--- src/rtl/wt_dcache_rd_ctrl_pkg.sv ---
// -----------------------------------------------------------------------------
// wt_dcache_rd_ctrl_pkg
// Shared definitions for the write-through L1 dcache read controller:
// geometry localparams, the miss transaction ID, the cacheable window,
// the controller state enum and the is_cacheable() address check.
// -----------------------------------------------------------------------------
package wt_dcache_rd_ctrl_pkg;

  localparam int SET_ASSOC = 8;
  localparam int TAG_W     = 44;
  localparam int CL_IDX_W  = 8;
  localparam int OFF_W     = 4;
  localparam int ID_W      = 2;

  localparam int IDX_W   = CL_IDX_W + OFF_W;  // untranslated part of the address
  localparam int PADDR_W = TAG_W + IDX_W;

  localparam logic [ID_W-1:0]    RD_TX_ID    = ID_W'(1);
  localparam logic [PADDR_W-1:0] CACHED_BASE = PADDR_W'(64'h8000_0000);
  localparam logic [PADDR_W-1:0] CACHED_SIZE = PADDR_W'(64'h4000_0000);

  typedef enum logic [2:0] {
    IDLE,
    READ,
    MISS_REQ,
    MISS_WAIT,
    KILL_MISS,
    KILL_MISS_ACK,
    REPLAY_REQ,
    REPLAY_READ
  } rd_state_e;

  // True when the physical address falls in [CACHED_BASE, CACHED_BASE+CACHED_SIZE).
  function automatic logic is_cacheable(input logic [PADDR_W-1:0] paddr);
    return (paddr >= CACHED_BASE) && (paddr < (CACHED_BASE + CACHED_SIZE));
  endfunction

endpackage

--- src/rtl/wt_dcache_rd_ctrl.sv ---
// -----------------------------------------------------------------------------
// wt_dcache_rd_ctrl
// Read controller for one load/PTW port of the write-through L1 dcache.
// Arbitrates core reads into the cache memory read port, resolves hit/miss,
// forwards misses and non-cacheable reads to the miss unit, and returns
// exactly one rvalid_o per gnt_o (killed requests included).
//
// Optional feature: define WT_DCACHE_RD_CTRL_PIPELINE_EN to let a READ hit
// accept the next request in the same cycle (1 load/cycle). Without it a hit
// returns to IDLE, giving at most one grant every two cycles.
//
// Ports
//   clk_i, rst_i          clock, synchronous active-high reset
//   cache_en_i            0 makes every access non-cacheable
//   busy_o                controller not in IDLE
//   req_i/kill_i/idx_i/tag_i/tag_valid_i/size_i   core request side
//   gnt_o/rvalid_o/rdata_o                        core response side
//   miss_*                miss unit request / handshake / return
//   wr_cl_vld_i           refill or invalidate collides with our readout
//   rd_*                  cache memory read port
// -----------------------------------------------------------------------------
module wt_dcache_rd_ctrl
  import wt_dcache_rd_ctrl_pkg::*;
(
  input  logic                 clk_i,
  input  logic                 rst_i,
  input  logic                 cache_en_i,
  output logic                 busy_o,
  // core port
  input  logic                 req_i,
  input  logic                 kill_i,
  input  logic [IDX_W-1:0]     idx_i,
  input  logic [TAG_W-1:0]     tag_i,
  input  logic                 tag_valid_i,
  input  logic [1:0]           size_i,
  output logic                 gnt_o,
  output logic                 rvalid_o,
  output logic [63:0]          rdata_o,
  // miss unit
  output logic                 miss_req_o,
  input  logic                 miss_ack_i,
  input  logic                 miss_replay_i,
  input  logic                 miss_rtrn_vld_i,
  output logic [PADDR_W-1:0]   miss_paddr_o,
  output logic [2:0]           miss_size_o,
  output logic                 miss_nc_o,
  output logic                 miss_we_o,
  output logic [63:0]          miss_wdata_o,
  output logic [SET_ASSOC-1:0] miss_vld_bits_o,
  output logic [ID_W-1:0]      miss_id_o,
  input  logic                 wr_cl_vld_i,
  // cache memory
  output logic                 rd_req_o,
  input  logic                 rd_ack_i,
  output logic                 rd_tag_only_o,
  output logic [TAG_W-1:0]     rd_tag_o,
  output logic [CL_IDX_W-1:0]  rd_idx_o,
  output logic [OFF_W-1:0]     rd_off_o,
  input  logic [63:0]          rd_data_i,
  input  logic [SET_ASSOC-1:0] rd_vld_bits_i,
  input  logic [SET_ASSOC-1:0] rd_hit_oh_i
);

  rd_state_e            state_q, state_d;
  logic [IDX_W-1:0]     idx_q;
  logic [1:0]           size_q;
  logic [TAG_W-1:0]     tag_q;
  logic                 tag_vld_q;   // tag for the current READ already captured
  logic [SET_ASSOC-1:0] vld_bits_q;

  logic load_req;   // accept a new request: capture idx/size
  logic latch_tag;
  logic latch_vld;

  logic [TAG_W-1:0] tag_cur;
  logic             tag_ok;
  logic             nc;
  logic             hit;

  // In READ the tag may arrive in the very cycle we resolve hit/miss, so use
  // it directly; everywhere else the captured tag is authoritative.
  assign tag_cur = (state_q == READ && tag_valid_i) ? tag_i : tag_q;
  assign tag_ok  = (state_q == REPLAY_READ) | tag_valid_i | tag_vld_q;
  assign nc      = !cache_en_i | !is_cacheable({tag_cur, idx_q});
  assign hit     = (|rd_hit_oh_i) & !nc;

  // Memory bypasses the refill word onto rd_data_i during the return cycle,
  // so one path serves both hits and miss returns.
  assign rdata_o = rd_data_i;

  // A new read is addressed straight from the core; replays reuse the
  // captured index.
  always_comb begin
    if (state_q == IDLE || state_q == READ) begin
      rd_idx_o = idx_i[IDX_W-1:OFF_W];
      rd_off_o = idx_i[OFF_W-1:0];
    end else begin
      rd_idx_o = idx_q[IDX_W-1:OFF_W];
      rd_off_o = idx_q[OFF_W-1:0];
    end
  end

  assign rd_tag_o        = tag_q;
  assign rd_tag_only_o   = 1'b0;
  assign busy_o          = (state_q != IDLE);
  assign miss_paddr_o    = {tag_q, idx_q};
  assign miss_size_o     = {1'b0, size_q};
  assign miss_nc_o       = nc;
  assign miss_we_o       = 1'b0;
  assign miss_wdata_o    = '0;
  assign miss_id_o       = RD_TX_ID;
  assign miss_vld_bits_o = vld_bits_q;

  // Handshake outputs are combinational: gnt_o answers rd_ack_i and rvalid_o
  // must line up with rd_data_i in the same cycle.
  always_comb begin
    // NOTE: every signal gets a default here so no path can infer a latch.
    state_d    = state_q;
    gnt_o      = 1'b0;
    rvalid_o   = 1'b0;
    rd_req_o   = 1'b0;
    miss_req_o = 1'b0;
    load_req   = 1'b0;
    latch_tag  = 1'b0;
    latch_vld  = 1'b0;

    case (state_q)
      IDLE: begin
        rd_req_o = req_i;
        if (req_i && rd_ack_i) begin
          gnt_o    = 1'b1;
          load_req = 1'b1;
          state_d  = READ;
        end
      end

      READ, REPLAY_READ: begin
        latch_tag = (state_q == READ) && tag_valid_i;
        // kill wins over every hit/miss/collision outcome
        if (kill_i) begin
          rvalid_o = 1'b1;
          state_d  = IDLE;
        end else if (tag_ok) begin
          if (wr_cl_vld_i) begin
            state_d = REPLAY_REQ;
          end else if (hit) begin
            rvalid_o = 1'b1;
            state_d  = IDLE;
`ifdef WT_DCACHE_RD_CTRL_PIPELINE_EN
            // Overlap the next lookup with this hit response.
            if (state_q == READ) begin
              rd_req_o = req_i;
              if (req_i && rd_ack_i) begin
                gnt_o    = 1'b1;
                load_req = 1'b1;
                state_d  = READ;
              end
            end
`endif
          end else begin
            latch_vld = 1'b1;
            state_d   = MISS_REQ;
          end
        end
      end

      MISS_REQ: begin
        miss_req_o = 1'b1;
        if (kill_i) begin
          // Respond now; a request already acked still owes us a return.
          rvalid_o = 1'b1;
          state_d  = miss_ack_i ? KILL_MISS : KILL_MISS_ACK;
        end else if (miss_replay_i) begin
          state_d = REPLAY_REQ;
        end else if (miss_ack_i) begin
          state_d = MISS_WAIT;
        end
      end

      MISS_WAIT: begin
        if (miss_rtrn_vld_i) begin
          rvalid_o = 1'b1;
          state_d  = IDLE;
        end else if (kill_i) begin
          rvalid_o = 1'b1;
          state_d  = KILL_MISS;
        end
      end

      KILL_MISS_ACK: begin
        miss_req_o = 1'b1;
        if (miss_ack_i) begin
          state_d = KILL_MISS;
        end else if (miss_replay_i) begin
          state_d = IDLE;
        end
      end

      KILL_MISS: begin
        // Swallow the return of a killed miss; rvalid was already given.
        if (miss_rtrn_vld_i) begin
          state_d = IDLE;
        end
      end

      REPLAY_REQ: begin
        rd_req_o = 1'b1;
        if (kill_i) begin
          rvalid_o = 1'b1;
          state_d  = IDLE;
        end else if (rd_ack_i) begin
          state_d = REPLAY_READ;
        end
      end

      default: state_d = IDLE;
    endcase
  end

  // NOTE: sequential state uses non-blocking assignments; the reset is
  // synchronous and clears every register since there is no storage array.
  always_ff @(posedge clk_i) begin
    if (rst_i) begin
      state_q    <= IDLE;
      idx_q      <= '0;
      size_q     <= '0;
      tag_q      <= '0;
      tag_vld_q  <= 1'b0;
      vld_bits_q <= '0;
    end else begin
      state_q <= state_d;
      if (latch_tag) begin
        tag_q     <= tag_i;
        tag_vld_q <= 1'b1;
      end
      // A new grant starts a fresh request; it must win over latch_tag,
      // which belongs to the request being retired.
      if (load_req) begin
        idx_q     <= idx_i;
        size_q    <= size_i;
        tag_vld_q <= 1'b0;
      end
      if (latch_vld) begin
        vld_bits_q <= rd_vld_bits_i;
      end
    end
  end

endmodule

--- config.mk ---
export PLATFORM = sky130hd
export DESIGN_NAME = wt_dcache_rd_ctrl
export DESIGN_NICKNAME = d
export VERILOG_FILES = /design/src/rtl/wt_dcache_rd_ctrl_pkg.sv /design/src/rtl/wt_dcache_rd_ctrl.sv
export SDC_FILE = /design/constraint.sdc
export NUM_CORES = 1
export LEC_CHECK = 0
export CAP_MARGIN = 20
export CELL_PAD_IN_SITES_DETAIL_PLACEMENT = 1
export CELL_PAD_IN_SITES_GLOBAL_PLACEMENT = 1
export CORE_AREA = 2 2 157 159
export DETAILED_ROUTE_END_ITERATION = 6
export DIE_AREA = 0 0 159 161
export HOLD_SLACK_MARGIN = 0.1
export PLACE_DENSITY_LB_ADDON = 0.1
export REMOVE_ABC_BUFFERS = 1
export SLEW_MARGIN = 30
export SYNTH_ARGS = -nofsm -noshare
export SYNTH_HDL_FRONTEND = slang
export SYNTH_SLANG_ARGS = --single-unit
--- constraint.sdc ---
create_clock -name clk_i -period 2.45 [get_ports clk_i]
set_input_delay 0.245 -clock clk_i [delete_from_list [all_inputs] [get_ports clk_i]]
set_output_delay 0.245 -clock clk_i [all_outputs]
set_load 0.02 [all_outputs]
# After elaboration in Yosys (flattened, before gate mapping)
# Index checks and enable logic that the tools add are counted.
# Widths: inputs -> output; s select.
dict set report classes {
  n_reduce_logical 15
  bitwise_logic 4
  n_eq_ne 14
  magnitude_cmp 2
  muxes 37
}
# cell count
set op_table {}
lappend op_table {{$ge 56x32->1 const B} 1}
lappend op_table {{$lt 56x32->1 const B} 1}
lappend op_table {{$mux 44} 1}
lappend op_table {{$mux 3} 14}
lappend op_table {{$pmux 3 s7} 1}
lappend op_table {{$mux 1} 16}
lappend op_table {{$eq 3x3->1 const B} 4}
lappend op_table {{$ne 3x3->1 const B} 4}
lappend op_table {{$mux 8} 1}
lappend op_table {{$reduce_or 2->1} 4}
lappend op_table {{$reduce_or 8->1} 1}
lappend op_table {{$reduce_and 7->1} 1}
lappend op_table {{$eq 3x2->1 const B} 2}
lappend op_table {{$mux 4} 1}
lappend op_table {{$ne 4x4->1 const B} 1}
lappend op_table {{$eq 3x1->1 const B} 1}
lappend op_table {{$logic_and 1x1->1} 3}
lappend op_table {{$logic_not 1->1} 3}
lappend op_table {{$logic_not 3->1} 1}
lappend op_table {{$or 1x1->1} 3}
lappend op_table {{$pmux 1 s3} 1}
lappend op_table {{$reduce_bool 3->1} 1}
lappend op_table {{$mux 2} 1}
lappend op_table {{$ne 2x1->1 const B} 1}
lappend op_table {{other kinds (4)} 4}
dict set report word_totals {
  output_inout_bits 261
  elab_cells 78
  inputBits 149
  ff_bits 70
}

# Logic depth before layout (Yosys ltp)
# Gate-level depths: netlist of the first run.
dict set report logic_depth {
  depth_word 14
  ltp_mapped 9
  ltp_nobuf 6
}

# Worst setup path before layout of the first run
# No wires, ideal clock.
dict set report synth_timing {
  path_type {register -> output}
  start {register state_q[1]}
  end {output port rvalid_o}
  n_path_buf 2
  setup_slack_ps 326
  arrival_ps 1879
  path_stages_with_launch 9
  cell_sequence {dfxtp_1 buf_2 nor3b_4 and2_1 buf_4 nor2_1 o221ai_2 or3_1 o21ai_1}
}
dict set report synth_between {
  elab_chain_len 14
  elab_cells_between_ends 23
  classes_between {2 x order compare; 5 x eq/ne; 6 x mux; 4 x bitwise; 6 x reduce/logical}
}
# element line
set synth_rtl {}
lappend synth_rtl {{start, declared} wt_dcache_rd_ctrl.sv:64} ;# rd_state_e state_q, state_d;
lappend synth_rtl {{start signal, assigned} wt_dcache_rd_ctrl.sv:231} ;# state_q <= state_d;
lappend synth_rtl {{$eq 3x1->1 *} wt_dcache_rd_ctrl.sv:82} ;# assign tag_cur = (state_q == READ && tag_valid_i) ? tag_i : tag_q;
lappend synth_rtl {{$logic_and 1x1->1 *} wt_dcache_rd_ctrl.sv:82}
lappend synth_rtl {{$mux 44 *} wt_dcache_rd_ctrl.sv:82}
lappend synth_rtl {{$ge 56x32->1 / $lt 56x32->1 (equally long branches)} wt_dcache_rd_ctrl_pkg.sv:35} ;# return (paddr >= CACHED_BASE) && (paddr < (CACHED_BASE + CACHED_SIZE));
lappend synth_rtl {{$logic_and 1x1->1 *} wt_dcache_rd_ctrl_pkg.sv:35}
lappend synth_rtl {{$logic_not 1->1 *} wt_dcache_rd_ctrl.sv:84} ;# assign nc = !cache_en_i | !is_cacheable({tag_cur, idx_q});
lappend synth_rtl {{$or 1x1->1 *} wt_dcache_rd_ctrl.sv:84}
lappend synth_rtl {{named net miss_nc_o} wt_dcache_rd_ctrl.sv:46} ;# output logic miss_nc_o,
lappend synth_rtl {{$logic_not 1->1 *} wt_dcache_rd_ctrl.sv:85} ;# assign hit = (|rd_hit_oh_i) & !nc;
lappend synth_rtl {{$and 1x1->1 *} wt_dcache_rd_ctrl.sv:85}
lappend synth_rtl {{$mux 1 *} wt_dcache_rd_ctrl.sv:146} ;# end else if (hit) begin
lappend synth_rtl {{$mux 1 *} wt_dcache_rd_ctrl.sv:144} ;# if (wr_cl_vld_i) begin
lappend synth_rtl {{$mux 1 *} wt_dcache_rd_ctrl.sv:143} ;# end else if (tag_ok) begin
lappend synth_rtl {{$mux 1 *} wt_dcache_rd_ctrl.sv:140} ;# if (kill_i) begin
lappend synth_rtl {{$pmux 1 s3 *} wt_dcache_rd_ctrl.sv:127} ;# case (state_q)
lappend synth_rtl {{end, declared} wt_dcache_rd_ctrl.sv:37} ;# output logic rvalid_o,
# The timed path passes the listed nets; every way through them passes the cells marked *.

# Worst setup path in the final report of the first run
dict set report layout_timing {
  start {input port tag_i[30]}
  end {output port rvalid_o}
}
dict set report layout_between {
  elab_chain_len 12
  elab_cells_between_ends 13
  classes_between {2 x order compare; 6 x mux; 2 x bitwise; 3 x reduce/logical}
}
# element line
set layout_rtl {}
lappend layout_rtl {{start, declared} wt_dcache_rd_ctrl.sv:33} ;# input logic [TAG_W-1:0] tag_i,
lappend layout_rtl {{$mux 44 *} wt_dcache_rd_ctrl.sv:82}
lappend layout_rtl {{$ge 56x32->1 / $lt 56x32->1 (equally long branches)} wt_dcache_rd_ctrl_pkg.sv:35}
lappend layout_rtl {{$logic_and 1x1->1 *} wt_dcache_rd_ctrl_pkg.sv:35}
lappend layout_rtl {{$logic_not 1->1 *} wt_dcache_rd_ctrl.sv:84}
lappend layout_rtl {{$or 1x1->1 *} wt_dcache_rd_ctrl.sv:84}
lappend layout_rtl {{$logic_not 1->1 *} wt_dcache_rd_ctrl.sv:85}
lappend layout_rtl {{$and 1x1->1 *} wt_dcache_rd_ctrl.sv:85}
lappend layout_rtl {{$mux 1 *} wt_dcache_rd_ctrl.sv:146}
lappend layout_rtl {{$mux 1 *} wt_dcache_rd_ctrl.sv:144}
lappend layout_rtl {{$mux 1 *} wt_dcache_rd_ctrl.sv:143}
lappend layout_rtl {{$mux 1 *} wt_dcache_rd_ctrl.sv:140}
lappend layout_rtl {{$pmux 1 s3 *} wt_dcache_rd_ctrl.sv:127}
# Every way passes the cells marked *; elsewhere a longest branch is shown, timed or not.

==> results of run 1 <==
-- where the power goes --
group          total [mW]  switching (mW)  internal (mW)
Combinational        2.52            1.37           1.15
Clock                1.33           0.514          0.816
Sequential           1.40           0.111           1.29
Total                5.25            1.99           3.26
-- worst reg2reg max path, cell delays in order, from the launching register on --
cell      delay, ns
dfxtp_1        0.33
nor3b_4        0.27
and2_2         0.24
nor2_2         0.06
o221ai_2       0.26
buf_4          0.17
o21a_1         0.18
buf_12         0.15
mux2i_1        0.20
-- sequential cells by signal, summed over array words and instances, names as in the netlist --
| name | flops |
|---|---|
| idx_q | 12 |
| miss_vld_bits_o | 8 |
| rd_tag_o | 44 |
| size_q | 2 |
| state_q | 3 |
| tag_vld_q | 1 |
-- kinds of logic (layout without fill, tap and decap cells) --
kind of cell | after synthesis | after routing | share of synthesized area, %
other | 2 | 71 | 0.168
buffers and inverters | 206 | 280 | 32.7
xor gates and xnor gates | 1 | 1 | 0.196
muxes | 21 | 21 | 5.05
DFF | 70 | 70 | 31.4
and+or+nand+nor | 192 | 192 | 19.7
AOI/OAI and AO/OA | 84 | 84 | 10.7
-- worst max path at each step --
stage	endpoint
global placement	rvalid_o
detailed placement	rvalid_o
CTS	rvalid_o
global route	rvalid_o
finish	rvalid_o
floorplan	miss_vld_bits_o[0]
-- routing by layer --
metal	track usage (%)	part of all wire, %	up-vias
met2	21.5	40	325
met5	8.90	1.4	-
met4	2.93	0.74	6
met3	13.5	18	14
met1	17.3	40	1920
li1	-	-	1913
-- metrics by stage --
| step | power, mW | worst slack [ns] | instance area [um2] | TNS (ns) |
|---|---|---|---|---|
| 2_1_floorplan | 2.63 | -0.385 | 3260 | -3.40 |
| 3_3_place_gp | 3.90 | -0.792 | 6190 | -1.62 |
| 3_5_place_dp | 3.93 | -0.751 | 6190 | -1.46 |
| 4_1_cts | 5.35 | -0.0427 | 6570 | -0.0427 |
| 5_1_grt | 5.58 | -0.0859 | 6630 | -0.0859 |
| 6_report | 5.25 | 0.0390 | 6640 | 0 |
-- synth_stat cells, types with 2 or more instances --
cell type  number
a211oi_1        2
a21o_1          2
a21oi_1        61
a22o_1          2
buf_2           2
buf_4         180
clkbuf_1       22
conb_1          2
dfxtp_1        70
mux2_2         12
mux2i_1         9
nand2_1       122
nand2b_1       20
nand3_1         2
nand3b_1        2
nand4_1         2
nor2_1         15
nor2b_1         3
nor3_1          4
nor4_1         10
nor4b_1         2
o21ai_0         5
or3_1           2
or4_1           2
-- cell type report --
class | count | area [um2]
Sequential cell | 70 | 1400
Inverter | 1 | 3.75
Fill cell | 2857 | 17300
Multi-Input combinational cell | 367 | 1970
Clock inverter | 5 | 58.8
Clock buffer | 11 | 243
Antenna cell | 2 | 5.00
Timing Repair Buffer | 263 | 2550
Tap cell | 324 | 405
-- repair_timing --
item / in CTS / in global routing
resized for setup: 25 / 16
hold buffers: 0 / 0
pin swaps: 6 / 4
buffers inserted: 0 / 0
setup endpoints to repair: 3 / 14
==> metrics.txt, run 1 <==
run status finished, final reports clean; residual DRC count 0; core area around 24000 um2; most common cell after layout, fill and taps aside clkdlybuf4s50_1; Post-Layout Cell Count 1043; CP startpoint kind input port; leading area contributor after synthesis dfxtp_1; # nets final 861; Final setup viols 0; Maximum Capacitance Violations 0; cells along the critical path clkdlybuf4s50_1 -> nor4_4 -> buf_4 -> nand3_1 -> nor2_2 -> o221ai_2 -> or3_4 -> o21ai_4 -> buf_6; final hold slack approximately 0.24 ns; final wirelength just over 20 mm; Reg-to-Reg Start state_q[1]; Mapped Avg Cell Area 7.74 um2; num rows between 50 and 60; initial drt markers around 130; GR Util All Layers 15.5%; CP Data Arrival Time 2.17 ns; Critical Path Start tag_i[30]; Netlist cell types 45; share of flip-flops with an asynchronous set or reset 0%; clock skew ~0.01 ns; Min-Delay Path Class input port to flip-flop; starting density of the core 18.6%; clock edge transition at the registers on the reported setup and hold paths around 0.050 ns; Worst VDD drop approximately 0.00023 V; CP Class input port to primary output; hold endpoint rd_tag_o[19]; RSZ-0062 raised after global routing true; Buf/Inv on CP 3; period utilization a little over nine tenths; Critical R2R Capture miss_vld_bits_o[1]; Yosys top cell area share between 30% and 40%; TritonRoute pass-1 iters 4; Sink Count 70; CP delay by family, top simple AND/OR/NAND/NOR gates; largest net degree at the start of global routing 49; Main synth FF type dfxtp_1; Final ANT Viol Nets 0; worst hold path startpoint tag_i[19]; Synth Warn # 0; Syn Std Cell Area 4460 um2; Hold Crit Depth 3; Die Height about 160 um; antenna violations before repair 2; Least-Margin Pin Slew between 0.4 and 0.5 ns; clock latency on the worst-skew pair 0.33 ns; post-synthesis sequential area ratio a little under a third; Die ar. between 20000 and 30000 um2; CP Depth 9; Leak 2.53 nW; Ports a little over 400; placed insts between 1000 and 1500; CP Data Required Time between 2 and 2.5 ns; fin util between 20% and 30%; Reg2Reg Setup Slack about 0.53 ns; R2R depth 8; synthesis-to-layout area growth 48.8%; Slew Limit Fails 0; Avg WL per Cell just under 20 um; htree depth 3; Pwr per Cell Area a little under 800 nW/um2; via count 4178; Synth Register Bits 70; most frequent cells in the layout 196 x clkdlybuf4s50_1, 122 x nand2_1, 69 x conb_1, 69 x dfxtp_1, 61 x a21oi_1; Synth area leaders dfxtp_1 31%, buf_4 30%, nand2_1 10%, a21oi_1 6.8%, mux2_2 3.0%; Critical Path End Type primary output; number of I/O port buffers around 210; CTS Buf Count 9; Worst Path Max Fanout 2; Max stage delay on crit path between 0.4 and 0.5 ns; Vias/cell roughly 4; deepest clock path buffer count 2; first-pass GRT wire length 29.3 mm; root buf cell clkbuf_16; slew margin rel. about 67%; Synth Instances around 580; TritonCTS clock tree done; Slowest-stage cell, CP clkdlybuf4s50_1; vias in the first global route 4365; highest clock rate between 400 and 500 MHz; Hold Vio Cnt, Final 0; number of flops mapped to enable cells by yosys 0; global route overflow 0; Detail Placement HPWL 16.8 mm; layout cell share with drive strength beyond 1 roughly 14%; minimum clock period ~2.4 ns; Die Wd ~160 um; final RePlAce weighted congestion between 0.8 and 0.9
No activity file was read; power rests on OpenSTA's default activity.
==> run 2, diff against run 1 <==
--- a/config.mk
+++ b/config.mk
@@ -5,10 +5,10 @@
 export SDC_FILE = /design/constraint.sdc
 export NUM_CORES = 1
 export LEC_CHECK = 0
-export CAP_MARGIN = 20
 export CELL_PAD_IN_SITES_DETAIL_PLACEMENT = 1
 export CELL_PAD_IN_SITES_GLOBAL_PLACEMENT = 1
 export CORE_AREA = 2 2 157 159
+export CTS_CLUSTER_DIAMETER = 100
 export DETAILED_ROUTE_END_ITERATION = 6
 export DIE_AREA = 0 0 159 161
 export HOLD_SLACK_MARGIN = 0.1
==> results of run 2 <==
The final DEF is identical to that of run 1; final timing and power are the same.
